**src/rtl/fifo_thresh_if.sv**
```systemverilog
// Handshake/status bundle for one fifo_thresh channel.
// The master side is the producer/consumer logic; the slave side is the FIFO itself.
interface fifo_thresh_if #(
  parameter int DATA_BITS = 10,
  parameter int ADDR_BITS = 3
);
  logic [DATA_BITS-1:0] fifo_data_in;
  logic                 fifo_write;
  logic                 fifo_read;
  logic [ADDR_BITS:0]   high_limit;
  logic [ADDR_BITS:0]   low_limit;
  logic                 err_clear;
  logic [DATA_BITS-1:0] fifo_data_out;
  logic                 fifo_valid_out;
  logic                 fifo_full_out;
  logic                 fifo_empty_out;
  logic                 almost_full_out;
  logic                 almost_empty_out;
  logic [ADDR_BITS:0]   fifo_count_out;
  logic                 overflow_err_out;
  logic                 underflow_err_out;
  logic [ADDR_BITS:0]   fifo_peak_out;

  modport master (
    output fifo_data_in, fifo_write, fifo_read, high_limit, low_limit, err_clear,
    input  fifo_data_out, fifo_valid_out, fifo_full_out, fifo_empty_out,
           almost_full_out, almost_empty_out, fifo_count_out,
           overflow_err_out, underflow_err_out, fifo_peak_out
  );

  modport slave (
    input  fifo_data_in, fifo_write, fifo_read, high_limit, low_limit, err_clear,
    output fifo_data_out, fifo_valid_out, fifo_full_out, fifo_empty_out,
           almost_full_out, almost_empty_out, fifo_count_out,
           overflow_err_out, underflow_err_out, fifo_peak_out
  );
endinterface

```
**src/rtl/fifo_thresh.sv**
```systemverilog
// Single-clock FIFO with occupancy count, programmable thresholds, sticky errors and registered read.
// Define FIFO_THRESH_PEAK_EN to build the peak-occupancy register behind fifo_peak_out.
module fifo_thresh #(
  parameter int DATA_BITS = 10,
  parameter int ADDR_BITS = 3
) (
  input logic          clk,
  input logic          reset,
  fifo_thresh_if.slave bus
);
  localparam int DEPTH = 2 ** ADDR_BITS;
  localparam logic [ADDR_BITS:0]   DEPTH_C = {1'b1, {ADDR_BITS{1'b0}}};
  localparam logic [ADDR_BITS:0]   CNT_ONE = {{ADDR_BITS{1'b0}}, 1'b1};
  localparam logic [ADDR_BITS-1:0] PTR_ONE = {{(ADDR_BITS-1){1'b0}}, 1'b1};

  logic [DATA_BITS-1:0] mem [DEPTH];

  logic [ADDR_BITS-1:0] wr_ptr_reg, rd_ptr_reg;
  logic [ADDR_BITS:0]   count_reg, count_next;
  logic [DATA_BITS-1:0] data_out_reg;
  logic                 valid_reg;
  logic                 ovf_reg, ovf_next;
  logic                 unf_reg, unf_next;
  logic                 rd_acc, wr_acc;
  logic [ADDR_BITS:0]   high_sat, low_sat;

  // Acceptance is judged on the registered count; a pop frees the slot a full-FIFO push needs.
  always_comb begin
    rd_acc     = bus.fifo_read && (count_reg != '0);
    wr_acc     = bus.fifo_write && ((count_reg != DEPTH_C) || rd_acc);
    count_next = count_reg;
    if (wr_acc && !rd_acc)
      count_next = count_reg + CNT_ONE;
    else if (rd_acc && !wr_acc)
      count_next = count_reg - CNT_ONE;
    // A new error on the clearing edge keeps the flag set.
    ovf_next = (bus.fifo_write && !wr_acc) || (ovf_reg && !bus.err_clear);
    unf_next = (bus.fifo_read && !rd_acc) || (unf_reg && !bus.err_clear);
  end

  always_ff @(posedge clk or posedge reset) begin
    if (reset) begin
      wr_ptr_reg   <= '0;
      rd_ptr_reg   <= '0;
      count_reg    <= '0;
      data_out_reg <= '0;
      valid_reg    <= 1'b0;
      ovf_reg      <= 1'b0;
      unf_reg      <= 1'b0;
    end else begin
      count_reg <= count_next;
      ovf_reg   <= ovf_next;
      unf_reg   <= unf_next;
      valid_reg <= rd_acc;
      if (wr_acc)
        wr_ptr_reg <= wr_ptr_reg + PTR_ONE;
      if (rd_acc) begin
        rd_ptr_reg   <= rd_ptr_reg + PTR_ONE;
        data_out_reg <= mem[rd_ptr_reg];
      end
    end
  end

  // Storage carries no reset so it can map onto block RAM.
  always_ff @(posedge clk) begin
    if (wr_acc)
      mem[wr_ptr_reg] <= bus.fifo_data_in;
  end

  always_comb begin
    high_sat = (bus.high_limit > DEPTH_C) ? DEPTH_C : bus.high_limit;
    low_sat  = (bus.low_limit > DEPTH_C) ? DEPTH_C : bus.low_limit;
  end

  assign bus.fifo_data_out     = data_out_reg;
  assign bus.fifo_valid_out    = valid_reg;
  assign bus.fifo_count_out    = count_reg;
  assign bus.fifo_full_out     = (count_reg == DEPTH_C);
  assign bus.fifo_empty_out    = (count_reg == '0);
  assign bus.almost_full_out   = (bus.high_limit == '0) ? (count_reg == DEPTH_C)
                                                        : (count_reg >= high_sat);
  assign bus.almost_empty_out  = (count_reg <= low_sat);
  assign bus.overflow_err_out  = ovf_reg;
  assign bus.underflow_err_out = unf_reg;

`ifdef FIFO_THRESH_PEAK_EN
  logic [ADDR_BITS:0] peak_reg, peak_next;

  always_comb begin
    peak_next = peak_reg;
    if (bus.err_clear || (count_next > peak_reg))
      peak_next = count_next;
  end

  always_ff @(posedge clk or posedge reset) begin
    if (reset)
      peak_reg <= '0;
    else
      peak_reg <= peak_next;
  end

  assign bus.fifo_peak_out = peak_reg;
`else
  assign bus.fifo_peak_out = '0;
`endif
endmodule

```
**src/flat_wrapper.sv**
```systemverilog
// flat-port wrapper written by rule: the top's interface ports become plain ports
module fifo_thresh_flat 
#(
  parameter int DATA_BITS = 10,
  parameter int ADDR_BITS = 3
)
  (clk, reset, bus_fifo_data_in, bus_fifo_write, bus_fifo_read, bus_high_limit, bus_low_limit, bus_err_clear, bus_fifo_data_out, bus_fifo_valid_out, bus_fifo_full_out, bus_fifo_empty_out, bus_almost_full_out, bus_almost_empty_out, bus_fifo_count_out, bus_overflow_err_out, bus_underflow_err_out, bus_fifo_peak_out);
  fifo_thresh_if #(.DATA_BITS(DATA_BITS), .ADDR_BITS(ADDR_BITS)) bus_i ();
  input logic clk;
  input logic reset;
  input wire logic [$bits(bus_i.fifo_data_in)-1:0] bus_fifo_data_in;
  input wire logic [$bits(bus_i.fifo_write)-1:0] bus_fifo_write;
  input wire logic [$bits(bus_i.fifo_read)-1:0] bus_fifo_read;
  input wire logic [$bits(bus_i.high_limit)-1:0] bus_high_limit;
  input wire logic [$bits(bus_i.low_limit)-1:0] bus_low_limit;
  input wire logic [$bits(bus_i.err_clear)-1:0] bus_err_clear;
  output wire logic [$bits(bus_i.fifo_data_out)-1:0] bus_fifo_data_out;
  output wire logic [$bits(bus_i.fifo_valid_out)-1:0] bus_fifo_valid_out;
  output wire logic [$bits(bus_i.fifo_full_out)-1:0] bus_fifo_full_out;
  output wire logic [$bits(bus_i.fifo_empty_out)-1:0] bus_fifo_empty_out;
  output wire logic [$bits(bus_i.almost_full_out)-1:0] bus_almost_full_out;
  output wire logic [$bits(bus_i.almost_empty_out)-1:0] bus_almost_empty_out;
  output wire logic [$bits(bus_i.fifo_count_out)-1:0] bus_fifo_count_out;
  output wire logic [$bits(bus_i.overflow_err_out)-1:0] bus_overflow_err_out;
  output wire logic [$bits(bus_i.underflow_err_out)-1:0] bus_underflow_err_out;
  output wire logic [$bits(bus_i.fifo_peak_out)-1:0] bus_fifo_peak_out;
  assign bus_i.fifo_data_in = bus_fifo_data_in;
  assign bus_i.fifo_write = bus_fifo_write;
  assign bus_i.fifo_read = bus_fifo_read;
  assign bus_i.high_limit = bus_high_limit;
  assign bus_i.low_limit = bus_low_limit;
  assign bus_i.err_clear = bus_err_clear;
  assign bus_fifo_data_out = bus_i.fifo_data_out;
  assign bus_fifo_valid_out = bus_i.fifo_valid_out;
  assign bus_fifo_full_out = bus_i.fifo_full_out;
  assign bus_fifo_empty_out = bus_i.fifo_empty_out;
  assign bus_almost_full_out = bus_i.almost_full_out;
  assign bus_almost_empty_out = bus_i.almost_empty_out;
  assign bus_fifo_count_out = bus_i.fifo_count_out;
  assign bus_overflow_err_out = bus_i.overflow_err_out;
  assign bus_underflow_err_out = bus_i.underflow_err_out;
  assign bus_fifo_peak_out = bus_i.fifo_peak_out;
  fifo_thresh #(.DATA_BITS(DATA_BITS), .ADDR_BITS(ADDR_BITS)) u_core (.clk(clk), .reset(reset), .bus(bus_i));
endmodule
```
**config.mk**
```make
export PLATFORM = sky130hd
export DESIGN_NAME = fifo_thresh_flat
export DESIGN_NICKNAME = d
export VERILOG_FILES = /design/src/rtl/fifo_thresh_if.sv /design/src/rtl/fifo_thresh.sv /design/src/flat_wrapper.sv
export SDC_FILE = /design/constraint.sdc
export NUM_CORES = 1
export LEC_CHECK = 0
export BUFFER_PORTS_ARGS = -buffer_cell sky130_fd_sc_hd__buf_2
export CAP_MARGIN = 20
export CORE_ASPECT_RATIO = 1.4
export CORE_MARGIN = 2
export CORE_UTILIZATION = 58
export DETAILED_ROUTE_END_ITERATION = 10
export PLACE_DENSITY = 0.77
export SKIP_CTS_REPAIR_TIMING = 1
export SLEW_MARGIN = 40
export SYNTH_ARGS = -nofsm -noshare
export SYNTH_HDL_FRONTEND = slang
export SYNTH_SLANG_ARGS = --single-unit
```
**constraint.sdc**
```tcl
create_clock -name clk -period 4.1 [get_ports clk]
set_input_delay 0.41 -clock clk [delete_from_list [all_inputs] [get_ports clk]]
set_output_delay 0.41 -clock clk [all_outputs]
set_load 0.02 [all_outputs]
```
; ---- Word level (Yosys, flattened, before mapping)
; Memories as Yosys holds them, arrays and structs flattened. A register that Yosys moved wholly into a read port is not among the register bits.
; Cells that the tools add are included.
; Widths: inputs -> output; s select.
[op_classes]
add_sub_neg = 4
reduce_logical = 18
muxes = 7
n_lt_le_gt_ge = 4
eq_ne = 2
[ops]
columns = op, n
row1 = $mux 4, 4
row2 = $gt 4x4->1 const B, 2
row3 = $logic_and 1x1->1, 8
row4 = $logic_not 4->1, 2
row5 = $add 3x1->3 const B, 2
row6 = $add 4x1->4 const B, 1
row7 = $eq 4x4->1 const B, 1
row8 = $ge 4x4->1, 1
row9 = $le 4x4->1, 1
row10 = $ne 4x4->1 const B, 1
row11 = $reduce_bool 4->1, 1
row12 = $sub 4x1->4 const B, 1
row13 = $logic_not 1->1, 3
row14 = $logic_or 1x1->1, 3
row15 = $mux 1, 3
row16 = $reduce_bool 2->1, 1
[word_totals]
output_inout_bits = 25
mem_count = 1
elab_cells = 42
regBits = 13
mem_bits_rw = 80
[mem_list]
columns = memory, depth, word_bits, read_ports, rd_clocked_by_memory_dff, write_ports, line_no
row1 = u_core.mem, 8, 10, 1, 1, 1, fifo_thresh.sv:16  ; logic [DATA_BITS-1:0] mem [DEPTH];

; ---- Longest topological paths before layout
[logic_depth]
word_depth = 8
ltp_mapped = 10

; ---- Worst setup path before layout
; OpenSTA, ideal clock, no wires.
[synth_timing]
path_kind = flip-flop to flip-flop
from = reg u_core.count_reg[0] (netlist: u_core.bus.fifo_count_out[0])
to = reg u_core.count_reg[3] (netlist: u_core.bus.fifo_count_out[3])
path_stages_with_launch = 11
path_slack_ns = 0.654
arrival_ns = 3.320
setup_ns = 0.126
path_buffers = 1
path_cell_list = dfrtp_1 -> nor4_1 -> nand2b_1 -> buf_4 -> ha_1 -> inv_1 -> ha_1 -> a21o_2 -> a2111oi_0 -> a31oi_1 -> a221o_1
[synth_via]
elab_chain_len = 7
word_cells_on_any_way = 14
classes_between = add/sub: 2 / eq/ne: 1 / mux: 2 / reduce/logical: 9
[synth_rtl]
columns = item, line_no
row1 = from (decl), fifo_thresh.sv:19  ; logic [ADDR_BITS:0] count_reg, count_next;
row2 = from (signal assigned), fifo_thresh.sv:51  ; count_reg <= count_next;
row3 = branches (longest 7 deep; another with $sub 4x1->4), -
; Parallel ways; which one is timed is not known. The select of a mux whose other input is x is not followed.
; A chain may end at the register's enable or synchronous reset.

; ---- Worst setup path in the final report
[layout_timing]
from = reg u_core.count_reg[0] (netlist: u_core.bus.fifo_count_out[0])
to = reg u_core.count_reg[3] (netlist: u_core.bus.fifo_count_out[3])
[layout_via]
elab_chain_len = 7
word_cells_on_any_way = 14
classes_between = add/sub: 2 / eq/ne: 1 / mux: 2 / reduce/logical: 9
[layout_rtl]
columns = item, line_no
row1 = $reduce_bool 4->1, fifo_thresh.sv:29  ; rd_acc = bus.fifo_read && (count_reg != '0);
row2 = $logic_and 1x1->1, fifo_thresh.sv:29
row3 = $logic_or 1x1->1 *, fifo_thresh.sv:30  ; wr_acc = bus.fifo_write && ((count_reg != DEPTH_C) || rd_acc);
row4 = $logic_and 1x1->1 *, fifo_thresh.sv:30
row5 = net u_core.wr_acc, fifo_thresh.sv:24  ; logic rd_acc, wr_acc;
row6 = $logic_not 1->1, fifo_thresh.sv:34  ; else if (rd_acc && !wr_acc)
row7 = $logic_and 1x1->1, fifo_thresh.sv:34
row8 = $reduce_bool 2->1 (no line), -
; The timed path passes the listed nets; every way through them passes the cells marked *. The select of a mux whose other input is x is not followed.

==> impl_metrics.json <==
{
  "crit_path_max_incr_delay_ns": 0.60,
  "grt_usage_pct": 20.7,
  "cts.path.max_buffers": 2,
  "skew_ns": 0.0134,
  "status": "finished clean",
  "cts_root_buf": "clkbuf_8",
  "synth_area_sq_mm": 0.00439,
  "dp_cells": 427,
  "required_ns": 4.33,
  "fin_util_pct": 67.1,
  "fin_crit_ns": 3.28,
  "wirelength_mm": 7.92,
  "drtPass1Iterations": 4,
  "die_x_um": 77.5,
  "crit_slowest_cell": "or4b_4",
  "drive_above_1_share_pct": 28.6,
  "rsz0062_at_grt": "false",
  "die_area_sq_mm": 0.00829,
  "synth_cell_types": 37,
  "drv_slew": 0,
  "crit_family": "compound AO/OA/AOI/OAI gates",
  "synthCells": 290,
  "route.vias.total": 2527,
  "path_cells": "or4b_4 -> o21ai_4 -> inv_2 -> ha_1 -> inv_1 -> ha_1 -> a21o_2 -> a2111oi_0 -> a31oi_1 -> a221o_1",
  "cp_common_cell": "ha_1",
  "grt_max_degree": 30,
  "path_class": "reg2reg",
  "ys_seq_area_share_pct": 67.8,
  "async_flop_share_pct": 22.3,
  "ys.flop_type": "edfxtp_1",
  "max_cap_violations": 0,
  "antenna_found_initial": 0,
  "first_global_vias": 2565,
  "fmax_ghz": 0.305,
  "postSynthAreaPerCell_sq_um": 15.1,
  "vias_per_cell": 5.70,
  "row_count": 37,
  "io_buffer_count": 43,
  "tightestPinTransition_ns": 0.753,
  "cts_tree": "yes",
  "area_growth_pct": 12.5,
  "crit_path_max_fanout": 7,
  "detailed_place_hpwl_mm": 5.23,
  "die_h_um": 107,
  "power_density_mw_per_mm2": 694,
  "critPathArrivalTime_ns": 3.51,
  "synth-edff-count": 80,
  "n_antenna_cell": 0,
  "clk_latency_ns": 0.36,
  "core_sq_mm": 0.00736,
  "setup_violations": 0,
  "nNetsFinal": 378,
  "slew_headroom_pct": 49.8,
  "htreeDepth": 3,
  "max_flop_register": "u_core.mem",
  "rr_startpoint": "u_core.bus.fifo_count_out[0]$_DFFE_PP0P_",
  "pre_cts_ws_ns": 0.871,
  "yosysWarnings": 0,
  "path_buf_inv": 2,
  "fin_setup_tns_ns": 0,
  "worst_setup_path_start_kind": "flip-flop",
  "end_kind": "flip-flop",
  "grt_pass1_wl_mm": 12.6,
  "antenna_left": 0,
  "ir_worst_vdd_mv": 0.447,
  "yosysTopAreaCell": "edfxtp_1",
  "holdWs_ns": 0.0803,
  "pin_count": 48,
  "ys_ff_latch": 103,
  "power.leakage_nw": 1.92,
  "hp-class": "in2async",
  "synthTopCellsByArea": "edfxtp_1, dfrtp_1, mux2_2",
  "drcViolationCount": 0,
  "grt_overflow": 0,
  "timing.final.ws_setup_ns": 0.823,
  "initial_core_util_pct": 59.6,
  "largest_reg_flops": 80,
  "gp_congestion": 0.873,
  "wl_per_cell_um": 17.9,
  "final_hold_viol_count": 0,
  "startpoint": "u_core.bus.fifo_count_out[0]$_DFFE_PP0P_",
  "cts_buffers": 9,
  "cts.sinks": 103,
  "stdcell_count": 443,
  "n_fill_cell": 491,
  "finalCritPeriodShare_pct": 79.9,
  "path_clk_slew_ns": 0.09,
  "synth_top_cell_area_share_pct": 54.7,
  "drt_iter0_drc": 218
}
[report_power, final]
group	internal [mW]	switching, mW
clock network	0.361	0.321
registers	1.35	0.212
logic	0.531	0.652
[kinds of logic (layout without fill, tap and decap cells)]
group	Yosys count	after routing	synth area share [%]
AO/OA/AOI/OAI	46	46	7.61
XOR/XNOR	6	6	1.20
adder cells (fa/ha/maj)	14	14	4.16
buffers and inverters	26	79	3.28
flip-flops	103	103	67.8
multiplexers	42	42	10.2
other	1	4	0.0854
AND/OR/NAND/NOR	52	52	5.67
[through the flow]
step	total power, mW	cell area [sq um]
2_1_floorplan	2.42	4400
3_3_place_gp	2.73	4710
3_5_place_dp	2.78	4720
4_1_cts	3.46	4940
5_1_grt	3.63	4940
6_report	3.43	4940
[area by class of cell]
cell class | instances | area (sq um) | area share (%)
Multi-Input combinational cell | 164 | 1300 | 26.2
Clock inverter | 5 | 81.3 | 1.65
Tap cell | 97 | 121 | 2.46
Clock buffer | 11 | 141 | 2.86
Timing Repair Buffer | 51 | 275 | 5.57
Sequential cell | 103 | 2980 | 60.3
Inverter | 12 | 45.0 | 0.912
[worst paths after layout]
check,to,slack (ns),cells past startpoint
worst max-delay path,u_core.bus.fifo_count_out[3]$_DFFE_PP0P_,0.82,10
worst min-delay path,u_core.bus.fifo_data_out[8]$_DFFE_PP0P_,0.08,2
worst max register to register,u_core.bus.fifo_count_out[3]$_DFFE_PP0P_,0.82,10
worst min register to register,u_core.bus.fifo_data_out[7]$_DFFE_PP0P_,0.48,2
max in group asynchronous,u_core.rd_ptr_reg[0]$_DFFE_PP0P_,3.63,2
min in group clk,u_core.bus.overflow_err_out$_DFF_PP0_,0.25,2
[cell usage after synthesis, types with 4 or more instances]
cell type	number
nand2b_1	5
nor2_1	5
ha_1	13
o21ai_0	13
nand2_1	26
buf_4	8
nor3_1	5
mux2_2	21
xnor2_1	6
nor2b_1	4
edfxtp_1	80
nor4_1	4
dfrtp_1	23
o22ai_1	10
inv_1	11
mux2i_1	21
a221o_1	11
[worst register-to-register path, cell delays in order (launching register included)]
cell and delay, ns:
dfrtp_1 0.48, or4b_4 0.60, o21ai_4 0.25, inv_2 0.09, ha_1 0.24, inv_1 0.16
ha_1 0.26, a21o_2 0.23, a2111oi_0 0.40, a31oi_1 0.10, a221o_1 0.33
[layout by cell type (no fill, tap or decap), types with 2 or more instances in the layout]
master	n
nor2b_1	3
conb_1	4
nor3_1	5
buf_2	43
mux2i_1	21
edfxtp_1	80
o22ai_1	10
ha_1	13
o21a_1	2
a21oi_1	2
a221o_1	11
inv_1	10
mux2_2	21
bufinv_16	2
nor2_2	3
nor2_1	2
nand2_1	26
xnor2_1	6
buf_4	8
o21ai_0	13
nor4_1	3
dfrtp_1	22
nand2b_1	5
clkbuf_8	10
inv_2	2
[layer usage]
metal	GRT usage [%]	vias to the layer above	part of all wire, %
met5	0	-	0
met4	11.4	0	1.7
met3	4.04	14	4.2
met2	37.2	79	56
met1	22.8	1245	38
li1	-	1189	-
(Power assumes the default switching activity.)
